==> src/rtl/instr_fetch_unit.sv <==
// -----------------------------------------------------------------------------
// instr_fetch_unit
//
// Front of the pipeline, upstream of decode. Owns the program counter, issues
// in-order word fetches to instruction memory, buffers the returned words in a
// small FIFO and hands {instruction, pc} to decode. A redirect pulse (branch or
// jump target) flushes the buffer and turns every in-flight fetch into a
// response that is silently dropped when it returns.
//
// Parameters
//   RESET_PC    fetch address after reset (word aligned)
//   FIFO_DEPTH  instruction buffer entries and max in-flight requests
//               (power of two, >= 2)
//
// Ports
//   clk, rst_n                      clock, asynchronous active-low reset
//   imem_req_valid/ready/addr       fetch request channel (valid/ready)
//   imem_rsp_valid/data             in-order responses, no backpressure
//   redirect_valid, redirect_pc     one-cycle redirect to a new fetch target
//   id_valid/ready, id_instr, id_pc instruction handoff to decode
// -----------------------------------------------------------------------------
module instr_fetch_unit #(
  parameter logic [31:0] RESET_PC   = 32'h0000_0000,
  parameter int          FIFO_DEPTH = 2
) (
  input  logic        clk,
  input  logic        rst_n,
  output logic        imem_req_valid,
  input  logic        imem_req_ready,
  output logic [31:0] imem_req_addr,
  input  logic        imem_rsp_valid,
  input  logic [31:0] imem_rsp_data,
  input  logic        redirect_valid,
  input  logic [31:0] redirect_pc,
  output logic        id_valid,
  input  logic        id_ready,
  output logic [31:0] id_instr,
  output logic [31:0] id_pc
);

  // Counters must be able to hold the value FIFO_DEPTH itself.
  localparam int CW = $clog2(FIFO_DEPTH + 1);
  localparam int PW = $clog2(FIFO_DEPTH);
  localparam logic [CW-1:0] DEPTH_C = CW'(FIFO_DEPTH);

  localparam logic [0:0] ST_BOOT = 1'b0;
  localparam logic [0:0] ST_RUN  = 1'b1;

  logic [0:0]    state;
  logic [31:0]   fetch_pc;     // address of the next request to issue
  logic [31:0]   rsp_pc;       // address belonging to the next kept response
  logic [CW-1:0] outstanding;  // requests accepted, response not yet seen
  logic [CW-1:0] discard;      // in-flight responses that belong to a stale path
  logic [CW-1:0] fifo_count;
  logic [PW-1:0] wr_ptr;
  logic [PW-1:0] rd_ptr;
  logic [31:0]   instr_mem [FIFO_DEPTH];
  logic [31:0]   pc_mem    [FIFO_DEPTH];

  logic          run;
  logic          redirect;
  logic          credit_ok;
  logic          req_fire;
  logic          rsp_drop;
  logic          push;
  logic          pop;
  logic [CW-1:0] outstanding_nxt;
  logic [31:0]   redirect_target;

  assign run = (state == ST_RUN);

  // Redirect is only honoured once fetching has started.
  assign redirect = run && redirect_valid;

  // Low address bits of the target are forced to zero.
  assign redirect_target = redirect_pc & ~32'h3;

  // Every in-flight request owns a future FIFO slot, so counting both keeps
  // the buffer from ever overflowing even though responses cannot be stalled.
  assign credit_ok = ({1'b0, outstanding} + {1'b0, fifo_count}) < {1'b0, DEPTH_C};

  assign imem_req_valid = run && !redirect_valid && credit_ok;
  assign imem_req_addr  = fetch_pc;
  assign req_fire       = imem_req_valid && imem_req_ready;

  // A response is thrown away if it belongs to a path abandoned by an earlier
  // redirect, or if it arrives in the very cycle of a redirect.
  assign rsp_drop = (discard != '0) || redirect;
  assign push     = imem_rsp_valid && !rsp_drop;

  assign id_valid = (fifo_count != '0);
  assign pop      = id_valid && id_ready && !redirect;

  // Head of the buffer straight from storage; no output mux or extra stage.
  assign id_instr = instr_mem[rd_ptr];
  assign id_pc    = pc_mem[rd_ptr];

  assign outstanding_nxt = outstanding + CW'(req_fire) - CW'(imem_rsp_valid);

  // ---------------------------------------------------------------------------
  // Control state: boot flag, program counters and credit counters.
  // ---------------------------------------------------------------------------
  // NOTE: sequential state uses non-blocking assignments so every register
  // samples the pre-edge values of its neighbours regardless of block order.
  always_ff @(posedge clk or negedge rst_n) begin
    if (!rst_n) begin
      state       <= ST_BOOT;
      fetch_pc    <= RESET_PC;
      rsp_pc      <= RESET_PC;
      outstanding <= '0;
      discard     <= '0;
    end else begin
      if (state == ST_BOOT) begin
        state <= ST_RUN;
      end

      outstanding <= outstanding_nxt;

      if (redirect) begin
        fetch_pc <= redirect_target;
        rsp_pc   <= redirect_target;
        // Everything still in flight after this edge is stale.
        discard  <= outstanding_nxt;
      end else begin
        if (req_fire) begin
          fetch_pc <= fetch_pc + 32'd4;
        end
        if (push) begin
          rsp_pc <= rsp_pc + 32'd4;
        end
        if (imem_rsp_valid && (discard != '0)) begin
          discard <= discard - CW'(1);
        end
      end
    end
  end

  // ---------------------------------------------------------------------------
  // Instruction buffer pointers and occupancy.
  // ---------------------------------------------------------------------------
  always_ff @(posedge clk or negedge rst_n) begin
    if (!rst_n) begin
      wr_ptr     <= '0;
      rd_ptr     <= '0;
      fifo_count <= '0;
    end else if (redirect) begin
      wr_ptr     <= '0;
      rd_ptr     <= '0;
      fifo_count <= '0;
    end else begin
      if (push) begin
        wr_ptr <= wr_ptr + PW'(1);
      end
      if (pop) begin
        rd_ptr <= rd_ptr + PW'(1);
      end
      fifo_count <= fifo_count + CW'(push) - CW'(pop);
    end
  end

  // ---------------------------------------------------------------------------
  // Instruction buffer storage.
  // ---------------------------------------------------------------------------
  // NOTE: the storage is reset because id_instr/id_pc read it directly and must
  // show zero out of reset; with only a few entries this is cheap.
  always_ff @(posedge clk or negedge rst_n) begin
    if (!rst_n) begin
      for (int i = 0; i < FIFO_DEPTH; i++) begin
        instr_mem[i] <= '0;
        pc_mem[i]    <= '0;
      end
    end else if (push) begin
      instr_mem[wr_ptr] <= imem_rsp_data;
      pc_mem[wr_ptr]    <= rsp_pc;
    end
  end

  // ---------------------------------------------------------------------------
  // Protocol checks (simulation only; ignored by synthesis).
  // ---------------------------------------------------------------------------
  a_rsp_has_credit: assert property (@(posedge clk) disable iff (!rst_n)
    imem_rsp_valid |-> (outstanding != '0));

  a_fifo_no_overflow: assert property (@(posedge clk) disable iff (!rst_n)
    push |-> ((fifo_count < DEPTH_C) || pop));

  a_counters_bounded: assert property (@(posedge clk) disable iff (!rst_n)
    (outstanding <= DEPTH_C) && (discard <= DEPTH_C) && (fifo_count <= DEPTH_C));

endmodule

==> config.mk <==
export PLATFORM = sky130hd
export DESIGN_NAME = instr_fetch_unit
export DESIGN_NICKNAME = d
export VERILOG_FILES = /design/src/rtl/instr_fetch_unit.sv
export SDC_FILE = /design/constraint.sdc
export NUM_CORES = 1
export LEC_CHECK = 0
export ABC_AREA = 1
export BUFFER_PORTS_ARGS = -buffer_cell sky130_fd_sc_hd__buf_2
export CAP_MARGIN = 20
export CORE_MARGIN = 8
export CORE_UTILIZATION = 50
export CTS_BUF_LIST = sky130_fd_sc_hd__clkbuf_16
export DETAILED_ROUTE_END_ITERATION = 10
export PLACE_DENSITY_LB_ADDON = 0.08
export SLEW_MARGIN = 20
export SYNTH_ARGS = -nofsm -noshare
export SYNTH_HDL_FRONTEND = slang
export SYNTH_SLANG_ARGS = --single-unit
==> constraint.sdc <==
create_clock -name clk -period 5.7 [get_ports clk]
set_input_delay 1.14 -clock clk [delete_from_list [all_inputs] [get_ports clk]]
set_output_delay 1.14 -clock clk [all_outputs]
set_load 0.05 [all_outputs]
Word-level counts from Yosys, hierarchy flattened
Cells that the tools add are included.

storage, ports and cells
  bits in registers = 201
  bits of input ports = 70
  logic and storage cells = 68

operators by class
  add/subtract/negate cells = 10
  order comparisons = 4
  muxes and demuxes = 21
  bitwise operators = 2
  reductions and logical operators = 19

operator list
  cell                                                 number
  2-to-1 mux 32 bit                                    11
  bitwise mux 64 bit                                   2
  adder 32 x 3 -> 32 bit (second input constant)       2
  demux 32 bit (select 1 bit)                          1
  nonzero test 2 bit                                   6
  logical AND 1 bit                                    9
  2-to-1 mux 2 bit                                     3
  adder 2 x 1 -> 2 bit                                 2
  >= comparator 2 bit (second input constant)          2
  2-to-1 mux 1 bit                                     4
  inverter 1 -> 2 bit                                  2
  subtractor 2 x 1 -> 2 bit                            2
  adder 2 x 2 -> 3 bit                                 1
  logical NOT 1 bit                                    3
  < comparator 3 x 2 -> 1 bit (second input constant)  1
  adder 1 bit (second input constant)                  2
  < comparator 2 x 1 -> 1 bit (second input constant)  1
  subtractor 2 x 1 -> 2 bit (second input constant)    1
  logical OR 1 bit                                     1

Longest topological paths before layout
Gate-level depths: netlist of run 1.

  depth in word-level cells = 7
  gate-level depth with buffers = 11
  depth with buffers taken out = 11

Worst setup path after synthesis of run 1
No wires, ideal clock.

  path kind = input-to-output
  from = input redirect_valid
  to = output imem_req_valid
  arrival time = 1.617 ns
  slack = 2.943 ns
  stages = 3
  buffers on the path = 0
  path through = nor2_2 -> nand3_1 -> inv_1

between the ends
  longest elaborated chain between the ends = 3

RTL lines
  element                         line  RTL
  from (decl)                     33    input logic redirect_valid,
  logical NOT 1 bit               82    assign imem_req_valid = run && !redirect_valid && credit_ok;
  logical AND 1 bit (2 in a row)  82
  to (decl)                       28    output logic imem_req_valid,

No other way between the ends.

Final worst setup path of run 1
  from = register rd_ptr
  to = output id_pc[19]

between the ends
  longest elaborated chain between the ends = 4

RTL lines
  element                                               line  RTL
  from (decl)                                           56    logic [PW-1:0] rd_ptr;
  from (signal assigned)                                155   rd_ptr <= rd_ptr + PW'(1);
  inverter 1 -> 2 bit (not written as such)             96    assign id_pc = pc_mem[rd_ptr];
  2-to-1 mux 32 bit (not written as such) (3 in a row)  96
  to (decl)                                             38    output logic [31:0] id_pc

No other way between the ends. The select of a mux whose other input is x is not followed.

==> impl_metrics.py, run 1 <==
metrics = {
    "flow_run": {
        "cap_viol_max_count": 0,
    },
    "setup_path": {
        "worstPathArrival_ps": 2160,
        "critical_path_peak_fanout": 42,
        "cp-start-kind": "register",
        "crit_top_cell": "sky130_fd_sc_hd__nand2_1",
        "rr_worst_depth": 9,
        "crit_slowest_cell": "sky130_fd_sc_hd__buf_4",
        "cp_data_required_time_ps": 4560,
        "critical_path.max_stage_delay_ps": 510,
        "crit_path_cell_trace": "inv_2 > buf_4 > nand2_1 > nand2_1 > buf_2",
        "setup.worst_path.end_class": "output pin",
        "timing.critical_path.from": "rd_ptr",
        "timing.rr.start": "fifo_count[0]",
        "type_of_the_setup_path_with_the_least_slack": "register to output pin",
    },
    "power_and_ir_drop": {
        "p_comb_frac": 0.503,
        "leakage_uw": 0.00619,
        "internal_power_uw": 3430,
        "power.net_switching_uw": 3680,
        "power.share.clock": 0.160,
        "power_density_of_the_placed_cells_nw_per_um2": 609,
        "seqPwrFrac": 0.338,
        "p_sw_frac": 0.517,
        "irDropWorstVdd_mv": 0.318,
    },
    "sta": {
        "finalWorstPathRequiredPeriod_ps": 3300,
        "total_negative_setup_slack_ps": 0,
        "final.setup_skew_ps": 14.1,
        "finalCritPeriodShare": 0.579,
        "report.final.slew_viol_count": 0,
        "setup_viol_count_final": 0,
        "timing.max_slew.rel_slack": 0.335,
        "worst_pin_slew_ps": 998,
        "rsz_0062_raised_after_global_routing": "false",
        "timing.final.hold_violations": 0,
        "max_freq_ghz": 0.303,
    },
    "synthesis": {
        "yosys.area.top_type": "sky130_fd_sc_hd__dfrtp_1",
        "postSynthAreaPerCell_um2": 7.31,
        "area_share_of_the_largest_cell_type_after_synthesis": 0.474,
        "post_synth_instance_area_um2": 10200,
        "yosysUniqueCellTypes": 36,
        "yosys_warns": 0,
        "count_of_flip_flops_with_a_built_in_enable_after_synthesis": 0,
        "synth_sequential_area_ratio": 0.474,
        "synth-seq-cells": 193,
        "synth_area_leaders": "sky130_fd_sc_hd__dfrtp_1 47%, sky130_fd_sc_hd__nand2_1 19%, sky130_fd_sc_hd__inv_1 4.7%",
        "postSynth.topFlopCell": "sky130_fd_sc_hd__dfrtp_1",
        "synth_cells": 1395,
        "asyncSetResetFlopFracSynth": 1.00,
    },
    "grt": {
        "number_of_global_route_vias_before_repair": 8852,
        "grt_pass1_wl_um": 44500,
        "largest_net_degree_at_the_start_of_global_routing": 111,
        "grt_overflow_total": 0,
        "grt.total_usage": 0.212,
        "grt_antenna_before_repair": 0,
    },
    "hold_path": {
        "min-delay-start": "pc_mem[2]",
        "holdPathStages": 2,
        "worst_hold_path_type": "register to register",
    },
    "die": {
        "placement_rows": 52,
        "pin_count": 168,
        "floorplan.initialDensity": 0.507,
        "core_um2": 20100,
        "dieWidth_um": 159,
        "die_h_um": 159,
        "die_area_um2": 25200,
    },
    "cts": {
        "hold_buffers": 0,
        "worstSkewPairLatency_ps": 440,
        "cts.sink_count": 193,
        "cts-root-to-sink-buffers": 2,
        "cts_htree_levels": 4,
        "cts.root.buffer_cell": "sky130_fd_sc_hd__clkbuf_16",
        "post_cts.resized_instances": 0,
        "cts.clk_slew.worst_paths_ps": 70,
        "tritoncts.num_buffers": 17,
        "postCtsSetupRepairBufs": 0,
        "cts_tree": "built",
    },
    "cells_and_area": {
        "multi_input_area_um2": 4560,
        "layout.cells.non_filler": 1807,
        "sequential_cell_area_um2": 4830,
        "final_area_um2": 11700,
        "fill_count": 1959,
        "most-common-layout-cells": "527 x sky130_fd_sc_hd__nand2_1, 192 x sky130_fd_sc_hd__dfrtp_1, 160 x sky130_fd_sc_hd__buf_2",
        "final_nets": 1603,
        "area.growth.synth_to_final_pct": 14.5,
        "final_common_cell": "sky130_fd_sc_hd__nand2_1",
        "fraction_of_final_layout_cells_with_drive_strength_greater_than_1": 0.155,
        "antenna_cells_inserted": 0,
    },
    "place": {
        "placement.io_buffers": 161,
        "dp_cells": 1776,
        "gp_congestion": 0.882,
        "placed_area_um2": 11100,
        "post-dp-hpwl_um": 18000,
    },
    "route": {
        "via_count": 9133,
        "drc": 0,
        "vias_per_cell": 5.05,
        "ant_nets": 0,
        "finalWirelength_um": 26400,
        "first_iter_violations": 668,
        "drt-wirelength-per-cell_um": 14.6,
        "drt_pass1_iterations": 8,
    },
    "run_status": {
        "outcome": "finished, final reports clean",
    },
}
==> final cells by class <==
cell class	count	share of cell area
timing repair buffer	171	0.0762
sequential	193	0.414
clock buffer	17	0.0365
multi-input combinational	1010	0.391
tap	270	0.0290
clock inverter	14	0.0110
inverter	132	0.0425
==> power groups by stage <==
| stage | clock, uW | combinational, uW | sequential (uW) |
|---|---|---|---|
| 2_1_floorplan | 0 | 2520 | 2610 |
| 3_3_place_gp | 0 | 3560 | 2400 |
| 3_5_place_dp | 0 | 3600 | 2420 |
| 4_1_cts | 1160 | 3610 | 2400 |
| 5_1_grt | 1220 | 3950 | 2490 |
| 6_report | 1130 | 3570 | 2400 |
==> per-layer routing <==
layer	GRT usage	share of wire	wire, um	up-vias
met5	0	0	0	-
met4	0.0541	0.013	332	0
met3	0.0434	0.052	1370	23
met2	0.341	0.46	12200	230
met1	0.286	0.47	12500	4226
li1	-	-	-	4654
==> per-stage QoR <==
stage	power, uW	utilization	worst slack [ps]	hold WS (ps)
after floorplan	5130	-	2940	453
after global placement	5960	0.552	2380	465
after detailed placement	6020	0.552	2370	473
after CTS	7170	0.580	2350	490
after global routing	7660	0.580	2220	505
final	7110	0.580	2400	487
==> worst max-delay path: cells and delay by family (launching register included) <==
kind,cells,cell delay (ps)
buffers and inverters,3,1110
DFF,1,400
and+or+nand+nor,2,200
==> sequential cells by signal (all words and copies together), names as in the netlist <==
register	count
outstanding	2
run	1
rsp_pc	30
pc_mem	60
rd_ptr	1
instr_mem	64
imem_req_addr	30
wr_ptr	1
discard	2
fifo_count	2
==> final timing paths <==
kind	to	slack [ps]
worst max-delay path	id_pc[19]	2400
worst min-delay path	pc_mem[2]	490
worst max register to register	imem_req_addr[27]	3070
worst min register to register	pc_mem[2]	490
max in group asynchronous	rd_ptr	3710
min in group asynchronous	imem_req_addr[6]	820
==> synthesized netlist by cell type, types with 4 or more instances <==
master	instances
sky130_fd_sc_hd__nand2_1	527
sky130_fd_sc_hd__dfrtp_1	193
sky130_fd_sc_hd__inv_1	128
sky130_fd_sc_hd__nor2_1	117
sky130_fd_sc_hd__nand3_1	83
sky130_fd_sc_hd__o21ai_1	81
sky130_fd_sc_hd__o21ai_0	57
sky130_fd_sc_hd__a21oi_1	49
sky130_fd_sc_hd__clkbuf_1	24
sky130_fd_sc_hd__buf_2	18
sky130_fd_sc_hd__buf_4	18
sky130_fd_sc_hd__nor2_4	10
sky130_fd_sc_hd__o211ai_1	9
sky130_fd_sc_hd__nor2_2	8
sky130_fd_sc_hd__a22oi_1	7
sky130_fd_sc_hd__a31oi_1	7
sky130_fd_sc_hd__ha_1	7
sky130_fd_sc_hd__nand2_2	7
sky130_fd_sc_hd__nand4_1	7
sky130_fd_sc_hd__inv_2	4
sky130_fd_sc_hd__nand2_4	4
sky130_fd_sc_hd__xnor2_1	4
sky130_fd_sc_hd__xor2_1	4
==> kinds of logic (layout without fill, tap and decap cells) <==
| kind of cell | Yosys count | in the layout | synth area share |
|---|---|---|---|
| adder cells (fa/ha/maj) | 8 | 8 | 0.0106 |
| AND/OR/NAND/NOR | 772 | 772 | 0.314 |
| AO/OA/AOI/OAI | 217 | 217 | 0.113 |
| flip-flops | 193 | 193 | 0.474 |
| XOR/XNOR | 8 | 8 | 0.00687 |
| other | 2 | 5 | 0.000737 |
| buffers and inverters | 195 | 334 | 0.0807 |
Note: power is estimated with default switching activity, not from simulation.
==> run 2, diff against run 1 <==
ABC_AREA = 0   (was 1)
clock period = 2.85 ns   (was 5.7 ns; I/O delays follow)
==> run 2 against run 1 <==
Hold slack lost 380 ps. Via count down 27%. Cell count fell by 35%. Global-route usage shrank 0.93 points. Largest power group unchanged. Wire length shrank 14%. Clock power grew 110%. First-iteration DRC count fell by 47%.
==> impl_metrics.py, run 2 <==
metrics = {
    "route": {
        "drt_pass1_iterations": 5,
        "drt-wirelength-per-cell_um": 19.4,
        "finalWirelength_um": 22800,
        "ant_nets": 0,
        "via_count": 6690,
        "drc": 0,
        "vias_per_cell": 5.71,
        "first_iter_violations": 352,
    },
    "cts": {
        "cts_htree_levels": 4,
        "cts-root-to-sink-buffers": 2,
        "cts.root.buffer_cell": "sky130_fd_sc_hd__clkbuf_16",
        "tritoncts.num_buffers": 17,
        "worstSkewPairLatency_ps": 430,
        "cts.clk_slew.worst_paths_ps": 80,
        "cts_tree": "built",
        "cts.sink_count": 193,
    },
    "synthesis": {
        "post_synth_mux_area_share": 0.227,
        "synth_xor_xnor_area_share": 0.0428,
        "area_share_of_the_largest_cell_type_after_synthesis": 0.524,
        "synth_commonest_cells": "193 x sky130_fd_sc_hd__dfrtp_1, 184 x sky130_fd_sc_hd__mux2_2, 52 x sky130_fd_sc_hd__nand2_1",
        "synth_area_leaders": "sky130_fd_sc_hd__dfrtp_1 52%, sky130_fd_sc_hd__mux2_2 22%, sky130_fd_sc_hd__xnor2_1 2.4%",
        "synth-seq-cells": 193,
        "postSynthAreaPerCell_um2": 12.0,
        "yosysUniqueCellTypes": 55,
        "yosys.area.top_type": "sky130_fd_sc_hd__dfrtp_1",
        "synth_compound_area_frac": 0.0596,
        "yosys.area_share.adder": 0.0117,
        "dominant_combinational_cell_family_by_area_after_synthesis": "multiplexers",
        "yosys_warns": 0,
        "synth_cells": 771,
        "post_synth_and_or_nand_nor_area_fraction": 0.110,
        "synth_sequential_area_ratio": 0.524,
        "post_synth_instance_area_um2": 9220,
        "asyncSetResetFlopFracSynth": 1.00,
        "count_of_flip_flops_with_a_built_in_enable_after_synthesis": 0,
        "postSynth.topFlopCell": "sky130_fd_sc_hd__dfrtp_1",
        "top_count_cell_post_synth": "sky130_fd_sc_hd__dfrtp_1",
    },
    "sta": {
        "timing.hold.ws_ps": 107,
        "finalCritPeriodShare": 0.974,
        "final.setup_skew_ps": 11.0,
        "max_freq_ghz": 0.360,
        "timing.final.hold_violations": 0,
        "setup_viol_count_final": 0,
        "worst_pin_slew_ps": 789,
        "report.final.slew_viol_count": 0,
        "timing.max_slew.rel_slack": 0.469,
        "finalWorstPathRequiredPeriod_ps": 2780,
    },
    "die": {
        "pin_count": 168,
        "die_area_um2": 23000,
        "floorplan.initialDensity": 0.511,
        "core_um2": 18000,
        "dieWidth_um": 152,
        "placement_rows": 49,
        "die_h_um": 152,
    },
    "place": {
        "placement.io_buffers": 161,
        "dp_cells": 1138,
        "gp_congestion": 0.936,
        "post-dp-hpwl_um": 16100,
    },
    "cells_and_area": {
        "final_common_cell": "sky130_fd_sc_hd__dfrtp_1",
        "fill_count": 1524,
        "most-common-layout-cells": "192 x sky130_fd_sc_hd__dfrtp_1, 184 x sky130_fd_sc_hd__mux2_2, 160 x sky130_fd_sc_hd__buf_2",
        "area.growth.synth_to_final_pct": 19.0,
        "largest-register": "instr_mem",
        "final_nets": 1008,
        "sequential_cell_area_um2": 4830,
        "core_util_final": 0.609,
        "multi_input_area_um2": 4210,
        "layout.cells.non_filler": 1172,
        "largest_register_ff_count": 64,
        "reg_top3": "instr_mem x64, pc_mem x60",
        "fraction_of_final_layout_cells_with_drive_strength_greater_than_1": 0.435,
        "antenna_cells_inserted": 0,
    },
    "setup_path": {
        "rr_endpoint": "discard[1]",
        "crit_path_cell_trace": "and2_4 > fa_1 > or3b_4 > nor2_4 > inv_2 > ha_1 > inv_1 > ha_1 > xnor2_2 > xnor2_2 > nand2_1 > o21ai_1",
        "setup.worst_path.end_class": "register",
        "worst-path-buf-inv": 2,
        "setup.reg_to_reg.worst_slack_ps": 70,
        "timing.rr.start": "outstanding[0]",
        "timing.critical_path.max_delay_family": "adder cells",
        "cp_data_required_time_ps": 3210,
        "critical_path_end": "discard[1]",
        "timing.critical_path.from": "outstanding[0]",
        "worstPathArrival_ps": 3130,
        "critical_path.max_stage_delay_ps": 490,
        "critical_path_peak_fanout": 3,
        "rr_worst_depth": 12,
        "crit_slowest_cell": "sky130_fd_sc_hd__fa_1",
        "cp.depth": 12,
        "cp-start-kind": "register",
        "type_of_the_setup_path_with_the_least_slack": "register to register",
    },
    "power_and_ir_drop": {
        "power_density_of_the_placed_cells_nw_per_um2": 1220,
        "leakage_uw": 0.00487,
        "irDropWorstVdd_mv": 0.880,
        "total_power_uw": 13400,
    },
    "grt": {
        "gr-usage-met1": 0.267,
        "number_of_global_route_vias_before_repair": 7014,
        "globalRoute.busiestLayer": "met2",
        "grt_pass1_wl_um": 36700,
        "grt_antenna_before_repair": 0,
        "largest_net_degree_at_the_start_of_global_routing": 64,
        "grt_util_met2": 0.325,
        "global_route.usage.met3": 0.0440,
        "grt.total_usage": 0.202,
        "grt_overflow_total": 0,
    },
    "flow_run": {
        "cap_viol_max_count": 0,
    },
    "hold_path": {
        "worst_hold_path_type": "input port to async pin",
    },
    "run_status": {
        "outcome": "finished, final reports clean",
    },
}
-- run 2: metrics by stage --
| stage | TNS (ps) | setup slack (ps) | area [um^2] |
|---|---|---|---|
| global route | -41.8 | -41.8 | 11000 |
| floorplan | 0 | 75.3 | 9230 |
| global placement | 0 | 146 | 10300 |
| detailed placement | 0 | 50.3 | 10300 |
| finish | 0 | 72.9 | 11000 |
| CTS | 0 | 47.7 | 10900 |
-- run 2: cell type report --
type                            count  area share
Sequential cell                   193       0.440
Multi-Input combinational cell    529       0.384
Timing Repair Buffer              178      0.0914
Clock buffer                       17      0.0388
Tap cell                          229      0.0261
Clock inverter                     15      0.0155
Inverter                           11     0.00376
-- run 2: cells by family after synthesis --
logic type / Yosys count
DFF: 193
adders and majority gates: 8
buffers and inverters: 52
other: 2
AOI/OAI and AO/OA: 91
xor gates and xnor gates: 45
and+or+nand+nor: 194
muxes: 186
-- run 2: worst min path at each step --
stage | from | to | slack (ps) | cells past startpoint
after detailed placement | pc_mem[18] | pc_mem[18] | 470 | 2
after CTS | rst_n | instr_mem[1] | 120 | 1
after floorplan | rst_n | discard[0] | 270 | 0
after global placement | pc_mem[18] | pc_mem[18] | 460 | 2
after global routing | rst_n | instr_mem[1] | 130 | 1
final | rst_n | instr_mem[1] | 110 | 1
-- run 2: power by group --
group,total [uW],internal (uW),leakage (uW),switching [uW]
sequential,4540,3830,0.00230,715
combinational,6460,2300,0.00228,4160
clock,2420,1320,0.000283,1100
total,13400,7450,0.00487,5970
-- run 2: routing by layer --
metal	routed length [um]	vias up
met1	9890	3317
met4	405	0
met2	10900	249
li1	-	3095
met3	1640	29
met5	0	-
-- run 2: timing repair --
item | in CTS | in global routing
hold buffers | 0 | 0
endpoints found under the setup margin | 0 | 2
setup buffers | 0 | 2
resized for setup | 0 | 5
